### src/rtl/mem_pkg.sv
// Shared definitions for the memory responder and the cache controller that drives it.
package mem_pkg;

   typedef enum logic [1:0] {
      IDLE   = 2'd0,
      WAIT   = 2'd1,
      ACCESS = 2'd2,
      DONE   = 2'd3
   } state_t;

   localparam int DEF_ADDR_W      = 8;
   localparam int DEF_DATA_W      = 8;
   localparam int DEF_WAIT_CYCLES = 4;

   localparam logic MRW_WRITE = 1'b1;
   localparam logic MRW_READ  = 1'b0;

endpackage

### src/rtl/mem_wait_counter.sv
// 8-bit wait-state down-counter; term flags the last wait cycle (count==1).
module mem_wait_counter (
   input  logic       clk,
   input  logic       reset,
   input  logic       load,
   input  logic [7:0] load_val,
   input  logic       dec,
   output logic       term
);

   logic [7:0] count;

   always_ff @(posedge clk or negedge reset) begin
      if (!reset) begin
         count <= 8'd0;
      end else if (load) begin
         count <= load_val;
      end else if (dec && (count != 8'd0)) begin
         count <= count - 8'd1;
      end
   end

   assign term = (count == 8'd1);

endmodule

### src/rtl/mem_responder.sv
// Wait-stated single-port memory answering cache-controller requests.
// Each access: WAIT_CYCLES wait states, one array cycle, one MReady cycle.
module mem_responder
   import mem_pkg::*;
#(
   parameter int ADDR_W      = DEF_ADDR_W,
   parameter int DATA_W      = DEF_DATA_W,
   parameter int WAIT_CYCLES = DEF_WAIT_CYCLES
) (
   input  logic              clk,
   input  logic              reset,
   input  logic              MStrobe,
   input  logic              MRW,
   input  logic [ADDR_W-1:0] MAddr,
   input  logic [DATA_W-1:0] MDataIn,
   output logic [DATA_W-1:0] MDataOut,
   output logic              MReady,
   output logic              MBusy,
   output logic              MCollide
);

   generate
      if ((WAIT_CYCLES < 1) || (WAIT_CYCLES > 255)) begin : g_bad_wait
         $error("mem_responder: WAIT_CYCLES must be in 1..255");
      end
   endgenerate

   localparam logic [7:0] WAIT_LOAD = 8'(WAIT_CYCLES);

   state_t            state;
   logic              rw;
   logic [ADDR_W-1:0] addr;
   logic [DATA_W-1:0] wdata;
   logic              cnt_load;
   logic              cnt_dec;
   logic              cnt_term;

   logic [DATA_W-1:0] mem [0:(1<<ADDR_W)-1];

   assign cnt_load = (state == IDLE) && MStrobe;
   assign cnt_dec  = (state == WAIT);

   mem_wait_counter u_wait_counter (
      .clk      (clk),
      .reset    (reset),
      .load     (cnt_load),
      .load_val (WAIT_LOAD),
      .dec      (cnt_dec),
      .term     (cnt_term)
   );

   // Array is never reset; an async reset forces state to IDLE so an aborted write never lands.
   always_ff @(posedge clk) begin
      if ((state == ACCESS) && (rw == MRW_WRITE)) begin
         mem[addr] <= wdata;
      end
   end

   always_ff @(posedge clk or negedge reset) begin
      if (!reset) begin
         state    <= IDLE;
         rw       <= 1'b0;
         addr     <= '0;
         wdata    <= '0;
         MDataOut <= '0;
         MReady   <= 1'b0;
         MBusy    <= 1'b0;
         MCollide <= 1'b0;
      end else begin
         MReady   <= 1'b0;
         MCollide <= 1'b0;
         case (state)
            IDLE: begin
               if (MStrobe) begin
                  rw    <= MRW;
                  addr  <= MAddr;
                  wdata <= MDataIn;
                  MBusy <= 1'b1;
                  state <= WAIT;
               end
            end
            WAIT: begin
               MCollide <= MStrobe;
               if (cnt_term) begin
                  state <= ACCESS;
               end
            end
            ACCESS: begin
               MCollide <= MStrobe;
               if (rw == MRW_READ) begin
                  MDataOut <= mem[addr];
               end
               MReady <= 1'b1;
               state  <= DONE;
            end
            DONE: begin
               MCollide <= MStrobe;
               MBusy    <= 1'b0;
               state    <= IDLE;
            end
            default: state <= IDLE;
         endcase
      end
   end

endmodule
### config.mk
export PLATFORM = sky130hd
export DESIGN_NAME = mem_responder
export DESIGN_NICKNAME = d
export VERILOG_FILES = /design/src/rtl/mem_pkg.sv /design/src/rtl/mem_wait_counter.sv /design/src/rtl/mem_responder.sv
export SDC_FILE = /design/constraint.sdc
export NUM_CORES = 2
export LEC_CHECK = 0
export BUFFER_PORTS_ARGS = -buffer_cell sky130_fd_sc_hd__buf_4
export CAP_MARGIN = 20
export CORE_ASPECT_RATIO = 1.75
export CORE_MARGIN = 10
export CORE_UTILIZATION = 40
export DETAILED_ROUTE_END_ITERATION = 16
export PLACE_DENSITY_LB_ADDON = 0.08
export SLEW_MARGIN = 5
export SYNTH_ARGS = -nofsm -noshare
export SYNTH_HDL_FRONTEND = slang
export SYNTH_SLANG_ARGS = --single-unit
### constraint.sdc
create_clock -name clk -period 5.15 [get_ports clk]
set_clock_uncertainty 0.15 [all_clocks]
set_input_delay 1.03 -clock clk [delete_from_list [all_inputs] [get_ports clk]]
set_output_delay 1.03 -clock clk [all_outputs]
set_load 0.005 [all_outputs]
==> results.json <==
{
  "outcome": "finished, final reports clean",
  "io_buffer_count": 30,
  "endpoint_kind": "flop",
  "clk_latency_ns": 0.83,
  "dp.cells": 6576,
  "seq_area_frac_synth": 0.770,
  "syn_area_per_cell_um2": 21.4,
  "yosysMostFrequentCell": "edfxtp_1",
  "grt_pass1_vias": 42000,
  "slew_headroom": 0.177,
  "post_cts_resized": 0,
  "synth_top_cell_area_share": 0.758,
  "setup_slack_ns": 0.705,
  "gp_congestion": 0.826,
  "start_util": 0.403,
  "cts_hold_buf": 0,
  "arrival_ns": 4.94,
  "synth-async-reset-ratio": 0.0182,
  "cts_buffers": 196,
  "grtUsageMet1": 0.240,
  "powerDensity_nw_per_um2": 556,
  "die_w_um": 360,
  "synth_cell_type_count": 61,
  "clkSlewWorstSetupHoldPaths_ns": 0.07,
  "power_uw": 51500,
  "cts_root_buf": "clkbuf_16",
  "syn-cell-area_um2": 81100,
  "antenna_left": 0,
  "cts_tree": "yes",
  "synthTopCellsByArea": "edfxtp_1 (76%), mux4_2 (15%), mux2i_1 (1.5%)",
  "vdd_drop_max_mv": 0.713,
  "die_area_um2": 222000,
  "grt_util_met2": 0.392,
  "grt_max_degree": 210,
  "clockBufferDepth": 4,
  "grt-busiest-layer": "met2",
  "startpoint_type": "flop",
  "ys.flop_type": "edfxtp_1",
  "cp_data_required_time_ns": 5.65,
  "avgRoutedWirePerCell_um": 33.8,
  "min_period_over_period": 0.863,
  "synth-warning-count": 0,
  "maxCapViolCount": 0,
  "rsz0062_at_grt": "false",
  "finish.net_count": 4160,
  "p_leak_uw": 0.0290,
  "drv_slew": 0,
  "layout-drive-gt1-share": 0.283,
  "via_count": 39200,
  "die_h_um": 616,
  "drt_iter0_markers": 3519,
  "synth_edf_count": 2048,
  "place_ws_ns": 0.624,
  "tns_ns": 0,
  "cp_max_fo": 31,
  "antenna_found_initial": 3,
  "synthToLayoutAreaGrowth_pct": 14.1,
  "max_freq_ghz": 0.225,
  "fin_crit_ns": 4.44,
  "ys_ff_latch": 2086,
  "synth_top_area_cell": "edfxtp_1",
  "drt-total-wl_um": 234000,
  "track_usage": 0.209,
  "synth_nets": 3812,
  "cts_setup_buffers": 0,
  "fin_util": 0.459,
  "core-area_um2": 202000,
  "io-pin-count": 31,
  "drc_errors": 0,
  "htreeDepth": 4,
  "vias_per_cell": 5.66,
  "drt_first_pass_iters": 5,
  "synth_common_cells": "edfxtp_1 (2048), mux4_2 (529), nor2_1 (285)",
  "grt_overflow": 0,
  "stdcell_count": 6923,
  "clock_sinks": 2086,
  "finalHoldViolCount": 0,
  "postSynthCellCount": 3786,
  "dpl.hpwl_um": 153000,
  "worst-setup-path-type": "flop to flop",
  "grt_pass1_wl_um": 330000,
  "setup_viol": 0,
  "use_met3": 0.0240,
  "min_path_type": "input port to async pin",
  "tightest_slew_ns": 1.22,
  "rows": 218
}
path summary, 6_finish.rpt:
path	start	to	slack [ns]	cells past startpoint
setup / recovery	addr[0]	MDataOut[0]	0.71	9
hold / removal	reset	MReady	0.09	1
setup reg to reg	addr[0]	MDataOut[0]	0.71	9
hold reg to reg	u_wait_counter.count[6]	u_wait_counter.count[6]	0.39	2
max in group asynchronous	reset	addr[3]	4.20	1
min in group clk	MDataIn[3]	wdata[3]	0.25	3
power by group:
part / total, uW / internal (uW) / leakage [uW] / switching [uW]
combinational: 15200 / 5560 / 0.00700 / 9630
clock: 14200 / 7960 / 0.00299 / 6240
sequential: 22100 / 21100 / 0.0190 / 1030
total: 51500 / 34600 / 0.0290 / 16900
critical path: stages (launching register included):
cell and delay [ns]:
dfrtp_4 0.81, buf_12 0.34, buf_12 0.28, buf_4 0.33, buf_4 0.22, mux4_2 0.50, mux2i_1 0.14, o22ai_1 0.24
nor4_1 0.96, o221ai_1 0.20
sequential cells by signal, summed over array words and instances, names as in the netlist:
name                  count
mem                    2048
MDataOut                  8
addr                      8
u_wait_counter.count      8
wdata                     8
state                     2
MBusy                     1
MCollide                  1
MReady                    1
rw                        1
cell usage in the layout (no fill, tap or decap), types with 28 or more instances in the layout:
| cell | count |
|---|---|
| a22oi_1 | 37 |
| clkinv_2 | 36 |
| clkinv_1 | 45 |
| a21oi_1 | 39 |
| nand2_1 | 135 |
| buf_4 | 345 |
| a221oi_1 | 28 |
| nor2_1 | 283 |
| o21ai_0 | 46 |
| clkbuf_16 | 199 |
| mux2i_1 | 122 |
| mux4_2 | 529 |
| clkbuf_1 | 36 |
| nor3_1 | 30 |
| edfxtp_1 | 2048 |
layout make-up:
type,count,area [um2]
timing repair buffer,372,3120
multi-input combinational,1467,17500
antenna,2,5.00
clock buffer,236,5130
tap,2640,3300
sequential,2086,62500
fill,17000,109000
clock inverter,109,970
inverter,11,48.8
logic make-up (layout without fill, tap and decap cells):
family | count (synthesis) | in the layout | share of synthesized area
flops | 2086 | 2086 | 0.770
mux | 667 | 667 | 0.164
simple gates | 541 | 541 | 0.0279
compound gates | 248 | 248 | 0.0213
buf+inv | 233 | 728 | 0.0152
fa+ha+maj | 6 | 6 | 0.000925
xor+xnor | 5 | 5 | 0.000540
other cells | 0 | 2 | 0
per-layer routing:
metal | part of all wire | routed length, um
met2 | 0.55 | 129000
met3 | 0.035 | 8280
met1 | 0.37 | 86300
met5 | 0 | 0
met4 | 0.046 | 10700
stage by stage:
step                      instance area (um2)  hold WS (ns)
after floorplan                         81100         0.344
after global placement                  86500         0.373
after detailed placement                86500         0.383
after CTS                               92600        0.0617
after global routing                    92600         0.105
final                                   92600        0.0949
Note: power is estimated with default switching activity, not from simulation.
